==> config.mk <==
export PLATFORM = sky130hd
export DESIGN_NAME = byte_packer
export DESIGN_NICKNAME = d
export VERILOG_FILES = /design/src/rtl/byte_packer.sv
export SDC_FILE = /design/constraint.sdc
export NUM_CORES = 1
export LEC_CHECK = 0
export BUFFER_PORTS_ARGS = -buffer_cell sky130_fd_sc_hd__buf_2
export CAP_MARGIN = 0
export CORE_UTILIZATION = 50
export CTS_CLUSTER_DIAMETER = 200
export DETAILED_ROUTE_END_ITERATION = 10
export GPL_ROUTABILITY_DRIVEN = 0
export GPL_TIMING_DRIVEN = 0
export PLACE_DENSITY = 0.77
export SLEW_MARGIN = 40
export SYNTH_ARGS = -nofsm -noshare
export SYNTH_HDL_FRONTEND = slang
export SYNTH_SLANG_ARGS = --single-unit
==> constraint.sdc <==
create_clock -name clk -period 3.6 [get_ports clk]
set_input_delay 0.72 -clock clk [delete_from_list [all_inputs] [get_ports clk]]
set_output_delay 0.72 -clock clk [all_outputs]
set_load 0.05 [all_outputs]
==> src/rtl/byte_packer.sv <==
// byte_packer: reassembles an MSB-first byte stream into 8/16/32-bit words
module byte_packer #(
  parameter int PwrC = 0
) (
  input  logic        clk,
  input  logic        rst,
  input  logic        enb,
  input  logic [7:0]  dataIn,
  input  logic        validIn,
  input  logic        sync,
  input  logic [1:0]  dataS,
  output logic [7:0]  dataOut8,
  output logic [15:0] dataOut16,
  output logic [31:0] dataOut32,
  output logic        validOut,
  output logic        alignErr
);
  localparam logic [1:0] M8  = 2'b00;
  localparam logic [1:0] M16 = 2'b01;
  localparam logic [1:0] M32 = 2'b10;
  logic [1:0]  prev_q, prev_d;
  logic [1:0]  cnt_q, cnt_d;
  logic [31:0] hold_q, hold_d;
  logic [7:0]  out8_q, out8_d;
  logic [15:0] out16_q, out16_d;
  logic [31:0] out32_q, out32_d;
  logic        vld_q, vld_d;
  logic        err_q, err_d;
  logic [1:0]  mode, cur, pos, idx;
  logic        chg, restart, acc, last;
  // decode mode, byte position and word completion, then compute next state
  always_comb begin
    mode    = (dataS == 2'b11) ? M8 : dataS;
    chg     = mode != prev_q;
    cur     = chg ? 2'd0 : (mode == M16) ? {1'b0, ~cnt_q[1] & cnt_q[0]} : (mode == M32) ? cnt_q : 2'd0;
    restart = sync && mode != M8;
    pos     = restart ? 2'd0 : cur;
    idx     = 2'd3 - pos;
    acc     = enb & validIn;
    last    = (mode == M8) || (mode == M16 && pos == 2'd1) || (mode == M32 && pos == 2'd3);
    prev_d  = enb ? mode : prev_q;
    cnt_d   = enb ? cur : cnt_q;
    hold_d  = hold_q;
    out8_d  = out8_q;
    out16_d = out16_q;
    out32_d = out32_q;
    vld_d   = 1'b0;
    err_d   = 1'b0;
    if (acc) begin
      err_d = restart && !chg && cur != 2'd0;
      vld_d = last;
      cnt_d = last ? 2'd0 : pos + 2'd1;
      if (!last && mode == M16) hold_d[15:8] = dataIn;
      if (!last && mode == M32) hold_d[{idx, 3'b000} +: 8] = dataIn;
      if (mode == M8) out8_d = dataIn;
      if (last && mode == M16) out16_d = {hold_q[15:8], dataIn};
      if (last && mode == M32) out32_d = {hold_q[31:8], dataIn};
    end
  end
  // state registers with asynchronous active-low clear
  always_ff @(posedge clk or negedge rst) begin
    if (!rst) begin
      prev_q  <= M8;
      cnt_q   <= 2'(PwrC);
      hold_q  <= '0;
      out8_q  <= '0;
      out16_q <= '0;
      out32_q <= '0;
      vld_q   <= 1'b0;
      err_q   <= 1'b0;
    end else begin
      prev_q  <= prev_d;
      cnt_q   <= cnt_d;
      hold_q  <= hold_d;
      out8_q  <= out8_d;
      out16_q <= out16_d;
      out32_q <= out32_d;
      vld_q   <= vld_d;
      err_q   <= err_d;
    end
  end
  assign dataOut8  = out8_q;
  assign dataOut16 = out16_q;
  assign dataOut32 = out32_q;
  assign validOut  = vld_q;
  assign alignErr  = err_q;
endmodule
### After elaboration in Yosys (flattened, before gate mapping)

Cells that the tools add are included.

| storage, ports and cells | value |
|---|---|
| flip-flop bits (word level) | 94 |

| operators by class | value |
|---|---|
| reductions and logical operators | 21 |
| shift-type cells | 2 |
| equal/unequal tests | 6 |
| $add $sub $neg | 3 |
| bitwise operators | 3 |
| muxes and demuxes | 14 |

Operators with widths:

| kind | count |
|---|---|
| 32-bit bitwise mux | 1 |
| 8-bit by 7-bit variable shift with 32-bit output (first input constant) | 1 |
| 8-bit by 7-bit indexed part select with 32-bit output | 1 |
| 16-bit 2-to-1 mux | 1 |
| 2-bit 2-to-1 mux | 8 |
| 8-bit 2-to-1 mux | 2 |
| 1-bit logical AND | 9 |
| 2-bit AND reduction | 4 |
| 5-bit negation with 7-bit output | 1 |
| 2-bit equality test (second input constant) | 3 |
| 2-bit nonzero test | 3 |
| 2-bit by 1-bit equality test with 1-bit output (second input constant) | 2 |
| 2-bit by 1-bit adder with 2-bit output (second input constant) | 1 |
| 1-bit AND | 2 |
| 1-bit logical NOT | 2 |
| 2-bit logical NOT | 1 |
| 1-bit logical OR | 2 |
| 1-bit 2-to-1 mux | 2 |
| 2-bit inequality test | 1 |
| 2-bit subtractor (first input constant) | 1 |
| 1-bit NOT | 1 |

### Longest topological paths before layout

| depth | value |
|---|---|
| word-level depth | 17 |
| depth in mapped cells | 14 |
| mapped depth without buffers | 11 |

### Worst setup path after synthesis

No wires, ideal clock.

| timing path | value |
|---|---|
| path type | input -> register |
| from | input port dataS[0] |
| to | register out16_q[10] (netlist: dataOut16[10]) |
| stages | 13 |
| setup slack | 0.090 ns |
| path buffers | 5 |
| setup time | 0.125 ns |
| arrival time | 3.385 ns |
| cell sequence | inv_1 ha_1 clkbuf_1 nor2b_1 clkbuf_1 nor2_1 ha_1 buf_2 a221o_1 and3_1 buf_6 buf_6 mux2_4 |

| on the way | value |
|---|---|
| longest elaborated chain between the ends | 13 |
| elaborated cells between the ends (all ways) | 20 |
| classes of those cells | eq/ne: 6; mux: 5; reduce/logical: 9 |

RTL lines:

| element | RTL line | source |
|---|---|---|
| from (decl) | 11 | `input logic [1:0] dataS,` |
| 2-bit equality test | 33 | `mode = (dataS == 2'b11) ? M8 : dataS;` |
| 2-bit 2-to-1 mux * | 33 |  |
| 2-bit equality test | 35, 40 |  |
| 2-bit 2-to-1 mux (3 in a row) | 35 | `cur = chg ? 2'd0 : (mode == M16) ? {1'b0, ~cnt_q[1] & cnt_q[0]} : (mode == M32) ? cnt_q : 2'd0;` |
| 2-bit 2-to-1 mux | 37 | `pos = restart ? 2'd0 : cur;` |
| 2-bit by 1-bit equality test with 1-bit output | 40 | `last = (mode == M8) \|\| (mode == M16 && pos == 2'd1) \|\| (mode == M32 && pos == 2'd3);` |
| 1-bit logical AND | 40 |  |
| 1-bit logical OR (2 in a row) | 40 |  |
| 1-bit logical AND * | 56 | `if (last && mode == M16) out16_d = {hold_q[15:8], dataIn};` |
| 2-bit AND reduction (no line) * | n/a |  |
| to (signal assigned) | 76 | `out16_q <= out16_d;` |
| to (decl) | 25 | `logic [15:0] out16_q, out16_d;` |

Mark *: on every way between the ends. The rest lies on a longest branch, timed or not.
A chain may end at the register's enable or synchronous reset.

### Worst setup path after layout

| timing path | value |
|---|---|
| from | input port dataS[1] |
| to | register hold_q[15] |

| on the way | value |
|---|---|
| longest elaborated chain between the ends | 17 |
| elaborated cells between the ends (all ways) | 29 |
| classes of those cells | add/sub: 2; eq/ne: 6; shift: 2; mux: 9; reduce/logical: 10 |

RTL lines:

| element | RTL line | source |
|---|---|---|
| 2-bit equality test * | 33 |  |
| 2-bit 2-to-1 mux * | 33 |  |
| net mode[0] | 29 | `logic [1:0] mode, cur, pos, idx;` |
| branches (longest 14 deep; another with 5-bit negation with 7-bit output) | n/a |  |
| 16-bit 2-to-1 mux * | 54 | `if (!last && mode == M32) hold_d[{idx, 3'b000} +: 8] = dataIn;` |
| to (signal assigned) | 74 | `hold_q <= hold_d;` |
| to (decl) | 23 | `logic [31:0] hold_q, hold_d;` |

Mark *: on every way through the listed nets, which the timed path passes. The select of a mux whose other input is x is not followed.

==> reports/results.ini <==
[floorplan]
rows=31
die_height_um=90.3
initial_utilization_pct=52.6
num_io_pins=73
dieWidth_um=90.3
dieArea_mm2=0.00815
core_mm2=0.00741

[pwr]
irDropWorstVdd_uv=248
leakagePower_nw=2.29
p_per_area_mw_per_mm2=665

[sta]
finClkSkew_ps=8.26
worstMarginPinSlew_ps=790
maxSlewViolCount=0
finalSetupViolCount=0
hold_violations=0
fin_crit_sh_pct=95.2
fmax_mhz=292
finalSetupTns_ps=0
fin_ws_ps=171
relSlewSlack_pct=46.9
post-route-min-period_ps=3430
rsz0062_at_grt=no

[clock_tree]
cts_hold_buffers=0
cts_sinks=86
cts_tree=yes
insertion_delay_ps=360
clkTransAtPathRegs_ps=90
htreeDepth=3
numCtsBuffers=9
clockBufferDepth=2
cts_setup_buffers=0
cts_root_buf=clkbuf_8

[synthesis]
yosysWarnings=0
synthAdderAreaFrac_pct=2.25
synth-xor-area-share_pct=0.642
synth_mux_area_share_pct=20.9
syn_inst=272
synth_compound_gate_area_share_pct=9.93
synth_fp_nets=294
ys_async_sr_fraction_pct=100
ys_seq_area_share_pct=55.3
synth_top_family_by_area=multiplexers
synth-seq-cells=86
synth_cell_types=43
synth_flop_cell=dfrtp_1
synth-simple-area-share_pct=7.77
synth.cell_area_mm2=0.00389
synth_enable_flop_cells=0
syn_area_per_cell_um2=14.3

[global_routing]
grt_busiest_layer=met2
use_met1_pct=29.6
grt_pass1_wl_mm=12.9
met3_usage_pct=3.28
antenna_found_initial=0
grt_pass1_vias=2469
track_usage_pct=20.7
grt_max_degree=52
grt_use_met2_pct=31.7
grt_overflow=0

[worst_setup_path]
worstPathRequired_ps=3840
cp.arrival_ps=3670
crit_type=in2reg
startpoint_type=primary input
cp-end-kind=flop
path_max_fanout=10

[job]
max_cap_viol_count=0

[finish]
fillers=578
syn2layout_area_growth_pct=18.6
seqCellArea_mm2=0.00215
mostFrequentLayoutCells=dfrtp_1, buf_2, mux2_4, nand2_1, nor2b_1
multiInputGateArea_mm2=0.00163
finalNetCount=377
n_antenna_cell=0
drive_above_1_share_pct=45.8
final_util_pct=62.3
final_common_cell=dfrtp_1

[detailed_routing]
drc=0
totalWireLength_mm=7.93
drtIter0Drc=107
first_pass_iters=4
ant_nets=0
wl_per_cell_um=17.3
vias_per_cell=5.47
vias=2509

[hold_path]
hold_path_class=in2async

[placement]
dp_hpwl_mm=5.50
post-place-ws_ps=-397
port-buffer-count=71

[status]
outcome=finished, final reports clean

==> synth_stat cells, drive strengths merged (3+ instances only) <==
master	count	share of area (%)
nor3	3	0.80
dfrtp	86	55
nor2b	12	1.9
o2111a	8	2.3
o21ai	10	1.4
clkbuf	5	0.48
a221o	9	2.3
ha	7	2.2
nor2	7	0.74
buf	10	2.4
mux2	58	21
nand2	22	2.2
a31o	8	1.8
inv	4	0.39
==> sequential cells by signal, indices dropped and copies added, names as in the netlist <==
register   flops
hold_q        24
cnt_q          2
dataOut16     16
dataOut32     32
validOut       1
prev_q         2
alignErr       1
dataOut8       8
==> area by class of cell <==
type / instances / share of cell area (%)
timing repair buffer: 72 / 8.26
multi-input combinational: 167 / 35.2
inverter: 4 / 0.325
tap: 99 / 2.68
clock inverter: 7 / 1.68
sequential: 86 / 46.6
buffer: 15 / 2.55
clock buffer: 9 / 2.68
==> power by group <==
part | switching [mW] | internal [mW]
clock | 0.366 | 0.331
combinational | 0.742 | 0.336
sequential | 0.126 | 1.17
total | 1.23 | 1.84
==> critical path, stage by stage <==
cell and delay, ps:
buf_2 100, inv_1 40, ha_1 170, buf_6 140, nor2b_1 150, o2111ai_2 290, clkbuf_2 290, nor2_1 110
ha_1 300, a2111oi_4 710, o21ai_2 280, a221o_1 350
==> stage by stage <==
stage	cells	area (um^2)	hold slack (ps)	total power, mW
after floorplan	272	3890	424	2.12
after global placement	442	4370	468	2.37
after detailed placement	443	4400	476	2.40
after CTS	459	4600	298	3.09
after global routing	459	4620	315	3.20
final	459	4620	292	3.07
==> logic make-up (layout without fill, tap and decap cells) <==
family                   count (synthesis)  count (layout)
flip-flops                              86              86
multiplexers                            59              59
AND/OR/NAND/NOR                         56              56
AO/OA/AOI/OAI                           43              43
buffers and inverters                   19             107
adder cells (fa/ha/maj)                  7               7
XOR/XNOR                                 2               2
==> metal layers <==
metal | part of all wire [%] | routed length [um]
met5 | 0 | 0
met4 | 1.9 | 151
met3 | 3.3 | 265
met2 | 48 | 3770
met1 | 47 | 3740
==> what timing repair did <==
item                                    4_1_cts  5_1_grt
pin swaps                                     0        1
gates resized for setup                       1        6
endpoints found under the setup margin       10       71
endpoints found under the hold margin         0        0
==> worst paths after layout <==
path / from / endpoint / slack (ps) / cells after the start
min in group clk: hold_q[17] / dataOut32[17] / 490 / 1
hold / removal: rst / dataOut32[26] / 290 / 1
hold reg to reg: hold_q[17] / dataOut32[17] / 490 / 1
setup / recovery: dataS[1] / hold_q[15] / 170 / 12
max in group asynchronous: rst / dataOut16[14] / 2780 / 2
setup reg to reg: prev_q[1] / dataOut16[8] / 640 / 11
Power figures use the tool's default switching activity.
